===== config.mk =====
export PLATFORM = sky130hd
export DESIGN_NAME = iter_muldiv
export DESIGN_NICKNAME = d
export VERILOG_FILES = /design/src/rtl/iter_muldiv.sv
export SDC_FILE = /design/constraint.sdc
export NUM_CORES = 1
export LEC_CHECK = 0
export CORE_UTILIZATION = 30
export DETAILED_ROUTE_END_ITERATION = 10
export GPL_TIMING_DRIVEN = 1
export SETUP_SLACK_MARGIN = 0.1
export SYNTH_ARGS = -nofsm -noshare
export SYNTH_HDL_FRONTEND = slang
export SYNTH_SLANG_ARGS = --single-unit
export TNS_END_PERCENT = 10

===== constraint.sdc =====
create_clock -name clk -period 15.9 [get_ports clk]
set_clock_uncertainty 0.05 [all_clocks]
set_input_delay 3.18 -clock clk [delete_from_list [all_inputs] [get_ports clk]]
set_output_delay 3.18 -clock clk [all_outputs]
set_load 0.1 [all_outputs]

===== src/rtl/iter_muldiv.sv =====
// Iterative multiply/divide unit: shift-add multiply and restoring divide, one bit
// per cycle, sharing a single 2*WIDTH work register. Result is {HI, LO}.
module iter_muldiv #(
  parameter int WIDTH = 32,
  parameter int CNT_W = $clog2(WIDTH) + 1
) (
  input  logic                 clk,
  input  logic                 rst,
  input  logic                 start_i,
  input  logic [1:0]           op_i,
  input  logic [WIDTH-1:0]     opdata1_i,
  input  logic [WIDTH-1:0]     opdata2_i,
  input  logic                 annul_i,
  output logic                 busy_o,
  output logic                 stallreq_o,
  output logic                 ready_o,
  output logic [2*WIDTH-1:0]   result_o,
  output logic                 div_by_zero_o
);

  typedef enum logic [1:0] {IDLE, CALC, FIX, DONE} state_t;

  state_t             state_q, state_d;
  logic [CNT_W-1:0]   cnt_q;
  logic [1:0]         op_q;
  logic               neg_res_q, neg_rem_q;
  logic [WIDTH-1:0]   opnd_q;     // multiplicand or divisor magnitude
  logic [2*WIDTH-1:0] work_q;     // {acc, multiplier} or {rem, quot}

  logic               sgn, accept, is_dbz, last_iter;
  logic [WIDTH-1:0]   mag1, mag2;
  logic [WIDTH:0]     mul_sum;
  logic [2*WIDTH:0]   div_sh;
  logic [WIDTH+1:0]   div_diff;
  logic [WIDTH-1:0]   rem_fix, quot_fix;
  logic [2*WIDTH-1:0] fixed;

  assign sgn       = ~op_i[0];
  assign mag1      = (sgn & opdata1_i[WIDTH-1]) ? WIDTH'(-opdata1_i) : opdata1_i;
  assign mag2      = (sgn & opdata2_i[WIDTH-1]) ? WIDTH'(-opdata2_i) : opdata2_i;
  assign accept    = (state_q == IDLE) & start_i & ~annul_i;
  assign is_dbz    = op_i[1] & (opdata2_i == '0);
  assign last_iter = (cnt_q == CNT_W'(WIDTH - 1));

  // One multiply step: conditional add into the upper half, then shift right.
  assign mul_sum  = {1'b0, work_q[2*WIDTH-1:WIDTH]} + (work_q[0] ? {1'b0, opnd_q} : '0);

  // One restoring-divide step on the left-shifted {rem, quot}.
  assign div_sh   = {work_q, 1'b0};
  assign div_diff = {1'b0, div_sh[2*WIDTH:WIDTH]} - {2'b00, opnd_q};

  assign quot_fix = neg_res_q ? WIDTH'(-work_q[WIDTH-1:0]) : work_q[WIDTH-1:0];
  assign rem_fix  = neg_rem_q ? WIDTH'(-work_q[2*WIDTH-1:WIDTH]) : work_q[2*WIDTH-1:WIDTH];
  assign fixed    = op_q[1] ? {rem_fix, quot_fix}
                            : (neg_res_q ? (2*WIDTH)'(-work_q) : work_q);

  always_ff @(posedge clk or posedge rst) begin
    if (rst) state_q <= IDLE;
    else     state_q <= state_d;
  end

  always_comb begin
    state_d = state_q;
    case (state_q)
      IDLE: if (accept) state_d = is_dbz ? DONE : CALC;
      CALC: if (annul_i) state_d = IDLE;
            else if (last_iter) state_d = FIX;
      FIX:  state_d = annul_i ? IDLE : DONE;
      DONE: state_d = IDLE;
      default: state_d = IDLE;
    endcase
  end

  assign busy_o     = (state_q != IDLE);
  assign ready_o    = (state_q == DONE) & ~annul_i;
  assign stallreq_o = (start_i & (state_q == IDLE)) | (state_q == CALC) | (state_q == FIX);

  always_ff @(posedge clk or posedge rst) begin
    if (rst) begin
      cnt_q         <= '0;
      op_q          <= '0;
      neg_res_q     <= 1'b0;
      neg_rem_q     <= 1'b0;
      opnd_q        <= '0;
      work_q        <= '0;
      result_o      <= '0;
      div_by_zero_o <= 1'b0;
    end else begin
      case (state_q)
        IDLE: if (accept) begin
          op_q      <= op_i;
          neg_res_q <= sgn & (opdata1_i[WIDTH-1] ^ opdata2_i[WIDTH-1]);
          neg_rem_q <= sgn & opdata1_i[WIDTH-1];
          cnt_q     <= '0;
          if (op_i[1]) begin
            opnd_q <= mag2;
            work_q <= {{WIDTH{1'b0}}, mag1};
          end else begin
            opnd_q <= mag1;
            work_q <= {{WIDTH{1'b0}}, mag2};
          end
          // Divide by zero skips straight to DONE with the result already formed.
          if (is_dbz) begin
            result_o      <= {opdata1_i, {WIDTH{1'b1}}};
            div_by_zero_o <= 1'b1;
          end
        end
        CALC: if (!annul_i) begin
          cnt_q <= cnt_q + CNT_W'(1);
          if (op_q[1]) begin
            if (!div_diff[WIDTH+1])
              work_q <= {div_diff[WIDTH-1:0], div_sh[WIDTH-1:1], 1'b1};
            else
              work_q <= div_sh[2*WIDTH-1:0];
          end else begin
            work_q <= {mul_sum, work_q[WIDTH-1:1]};
          end
        end
        FIX: if (!annul_i) begin
          result_o      <= fixed;
          div_by_zero_o <= 1'b0;
        end
        default: ;
      endcase
    end
  end

endmodule


---- After elaboration in Yosys (flattened, before gate mapping) ----
Cells that the tools add are included.
storage, ports and cells
  word-level logic and storage cells ...... 78
  register bits after elaboration ......... 173
operators by class
  bitwise logic cells ..................... 12
  multiplexer cells ....................... 31
  add/subtract/negate cells ............... 8
  reductions and logical operators ........ 9
  eq/ne operators ......................... 9
operator list
  kind                 count
  $mux 64              9
  $pmux 64 s2          2
  $mux 32              7
  $neg 32->32          4
  $neg 64->64          1
  $sub 33x32->34       1
  $add 32x32->33       1
  $logic_not 32->1     1
  $mux 6               2
  $pmux 6 s2           1
  $mux 2               5
  $ne 2x2->1 const B   4
  $pmux 2 s4           1
  $and 1x1->1          7
  $add 6x1->6 const B  1
  $eq 6x5->1 const B   1
  $reduce_bool 2->1    3
  $eq 2x2->1 const B   2
  $reduce_and 2->1     2
  $reduce_and 4->1     1
  $mux 1               3
  $ne 3x3->1 const B   1
  $reduce_and 3->1     1
  $eq 2x1->1 const B   1
  other kinds (5)      7

---- Logic depth before layout (Yosys ltp) ----
  word-level depth ........................ 6
  gate-level depth with buffers ........... 15
  mapped depth without buffers ............ 13

---- Worst setup path before layout ----
Ideal clock, no wire load.
  path kind ............................... input to output
  from .................................... in annul_i
  to ...................................... out ready_o
  slack ................................... 7.863 ns
  arrival time ............................ 4.807 ns
  data required time ...................... 12.670 ns
  buffers on the path ..................... 2
  stages .................................. 3
  cell sequence ........................... clkbuf_1 > clkbuf_1 > nor2_1
on the way
  cells in the longest elaborated chain, start to end .. 2
RTL lines
  item         line  RTL
  from (decl)  13    input logic annul_i,
  $not 1->1    75    assign ready_o = (state_q == DONE) & ~annul_i;
  $and 1x1->1  75
  to (decl)    16    output logic ready_o,
Every way passes these cells.

---- Final worst setup path ----
Same ends and word-level chain as after synthesis.

==> flow_summary.ini <==
[route]
remaining_drc_errors = 0
drtPass1Iterations = 6
post_drt_via_cell_ratio = 5.56
drt_iter0_markers = 1469
overall_via_count_from_detail_route = 14600
routed_wire_length_per_instance_um = 20.4
postRouteWirelength_mm = 53.4
drt.antenna.violating_nets = 0

[synth]
syn-mean-instance-area_um2 = 7.78
synth-compound-area-share = 0.252
postSynth.asyncResetShare = 1.00
synth.yosys.seq_area_share = 0.291
count_of_different_cell_masters_after_synthesis = 86
synth_xor_xnor_area_share = 0.0990
dominant_combinational_cell_family_by_area_after_synthesis = compound AO/OA/AOI/OAI gates
mappedNetlistNets = 2040
synthSimpleGateAreaFrac = 0.195
gate_count_of_the_mapped_netlist = 1899
synth_fa_ha_area_frac = 0.0612
yosysWarningCount = 0
total_of_flip_flops_plus_latches_after_synthesis = 172
fraction_of_synthesized_area_in_multiplexers = 0.0479
ys_dominant_reg_cell = dfrtp_1
synth-edff-count = 0
syn-cell-area_um2 = 14800

[clock_network]
cts.repair_timing.setup_buffer_count = 0
clk_root_buffer_cell = clkbuf_16
cts_hold_buf = 0
count_of_clock_tree_sinks = 172
clock_insertion_delay_worst_skew_ps = 460
max-clock-path-buffers = 2
htree_levels = 4
tritoncts.num_buffers = 17
cts_tree = built
clkSlewWorstSetupHoldPaths_ps = 80
cts_repair_resize_count = 0

[critical_path]
worst_r2r_startpoint = work_q[34]$_DFFE_PP0P_
crit_arrival_ps = 5430
worst_setup_path_type = in2out
crit_path_max_fanout = 17
setup.worst_path.start_class = primary input
worstPathRequired_ps = 12670
reg2reg_capture_point = work_q[44]$_DFFE_PP0P_
timing.reg2reg.setup_slack_ps = 11630
length_in_cells_of_the_worst_reg_to_reg_path = 12
cp-end-kind = output port

[sta]
period_minus_slack_ps = 8660
timing.final.hold_violations = 0
rsz0062_at_grt = false
layout_worst_path_cycle_share = 0.545
timing.max_slew.rel_slack = 0.186
worstMarginPinSlew_ps = 1220
setup_viol = 0
clock.fmax_mhz = 115
total_negative_slack_for_setup_checks_ps = 0
worst_slack_ps = 7240
maxSlewViolCount = 0
finalHoldWorstSlack_ps = 432

[placement]
gp_congestion = 0.945
dp_worst_setup_slack_ps = 7260
hpwl_mm = 41.1
dpl.cell_count = 2586
port-buffer-count = 137

[final_layout]
nets = 2090
share_of_final_layout_standard_cells_stronger_than_drive_strength_1 = 0.0428
area_growth_pct = 16.2
finish.cell_count_without_fillers = 2618
diodes = 0

[pwr]
power.net_switching_mw = 2.12
share_clk_of_total_power = 0.111
p_sw_frac = 0.554
power.ir.vdd_worst_uv = 100
combPwrFrac = 0.654
part_of_the_total_power_dissipated_in_sequential_elements = 0.235
power_density_nw_per_um2 = 223
power.total_mw = 3.82
intPower_mw = 1.71
leakage_nw = 6.98

[global_routing]
wire_length_of_the_first_global_routing_pass_mm = 81.8
total_congestion_overflow = 0
track_usage = 0.212
grt_start_max_net_pins = 105
antenna_violations_before_repair = 1
vias_in_the_first_global_route = 13800

[run]
cap_viol_max_count = 0

[floorplanning]
floorplan.core_area_um2 = 48100
die_ar_um2 = 50100
initial_core_util = 0.307
die_height_um = 224
boundaryPins = 138
die_width_um = 224
fp-row-count = 80

[hold_path]
worstHoldPathCells = 2
worstHoldPathType = reg2reg
hold_path_end = opnd_q[4]$_DFFE_PP0P_
timing.hold.worst.start = opnd_q[4]$_DFFE_PP0P_

[run_status]
run_status = finished, final reports clean
-- flip-flops by register name, summed over array words and instances, names as in the netlist --
register / cells
cnt_q: 6
div_by_zero_o: 1
neg_rem_q: 1
neg_res_q: 1
op_q: 1
opnd_q: 32
result_o: 64
state_q: 2
work_q: 64
-- metrics by stage --
| step | area, um2 | utilization |
|---|---|---|
| 3_3_place_gp | 16600 | 0.345 |
| 4_1_cts | 17200 | 0.357 |
| 3_5_place_dp | 16600 | 0.345 |
| 2_1_floorplan | 14800 | - |
| 6_report | 17200 | 0.357 |
| 5_1_grt | 17200 | 0.357 |
-- layout make-up --
cell class | count | area [um2]
multi-input cells | 1539 | 9730
well taps | 656 | 821
repair buffers | 153 | 1490
inverters | 66 | 253
flip-flops and latches | 172 | 4310
clock inverters | 13 | 135
clock buffers | 19 | 443
fillers | 4996 | 31000
-- cell usage after synthesis (11+ instances only) --
cell,number,area (um2)
o211ai_1,29,218
mux2i_1,64,641
a21o_1,35,263
nand2b_1,15,93.8
ha_1,69,863
and3_1,11,68.8
inv_1,66,248
o22a_1,20,175
or3_1,16,100
o21ai_0,159,796
nor2b_1,21,131
nor3_1,44,220
dfrtp_1,172,4300
o31ai_1,21,158
nor2_1,234,878
xnor2_1,93,815
a211oi_1,12,90.1
a31oi_1,43,269
nor4_1,15,93.8
clkbuf_1,103,387
nand2_1,178,668
xor2_1,74,648
nand4_1,13,81.3
a21oi_1,182,911
nand3_1,43,215
-- per-layer routing --
layer  GRT usage  up-vias  share of wire
met4      0.0703        0          0.024
met1       0.286     7030           0.45
met2       0.337      546           0.45
li1            -     6898              -
met5           0        -              0
met3      0.0399       80          0.076
-- power by group through the flow --
stage / logic (mW) / registers [mW] / clock network (mW)
floorplan: 1.45 / 1.26 / 0
global placement: 2.44 / 0.889 / 0
detailed placement: 2.48 / 0.895 / 0
CTS: 2.49 / 0.887 / 0.433
global route: 2.70 / 0.920 / 0.449
finish: 2.50 / 0.897 / 0.426
-- worst max path at each step --
stage,end,startpoint,cells past startpoint,slack (ps)
after floorplan,ready_o,annul_i,3,7860
after global placement,ready_o,annul_i,3,7240
after detailed placement,ready_o,annul_i,3,7260
after CTS,ready_o,annul_i,3,7260
after global routing,ready_o,annul_i,3,7180
final,ready_o,annul_i,3,7240
-- cells by family (layout without fill, tap and decap cells) --
kind of cell,after synthesis,in the layout
and+or+nand+nor,630,630
AOI/OAI and AO/OA,601,601
buffers and inverters,188,251
DFF,172,172
xor gates and xnor gates,167,167
adders and majority gates,71,71
muxes,70,70
-- cell usage in the layout (no fill, tap or decap), types with 7 or more instances in the layout --
cell type        instances
a211oi_1                12
a21boi_0                 9
a21o_1                  35
a21oi_1                181
a22oi_1                  9
a31oi_1                 43
and2_1                   7
and3_1                  11
buf_4                   16
clkbuf_16               17
clkdlybuf4s50_1        136
dfrtp_1                171
ha_1                    69
inv_1                   65
mux2i_1                 64
nand2_1                178
nand2b_1                14
nand3_1                 43
nand4_1                 13
nor2_1                 233
nor2b_1                 21
nor3_1                  44
nor4_1                  15
o211ai_1                29
o21a_1                   9
o21ai_0                159
o221ai_1                 9
o22a_1                  20
o31ai_1                 21
o41ai_1                  7
or3_1                   16
or4_1                    7
xnor2_1                 93
xor2_1                  74
-- critical path: stages --
cell and delay [ps]:
clkdlybuf4s50_1 810, nor2_1 270, clkdlybuf4s50_1 1160
(Power assumes the default switching activity.)
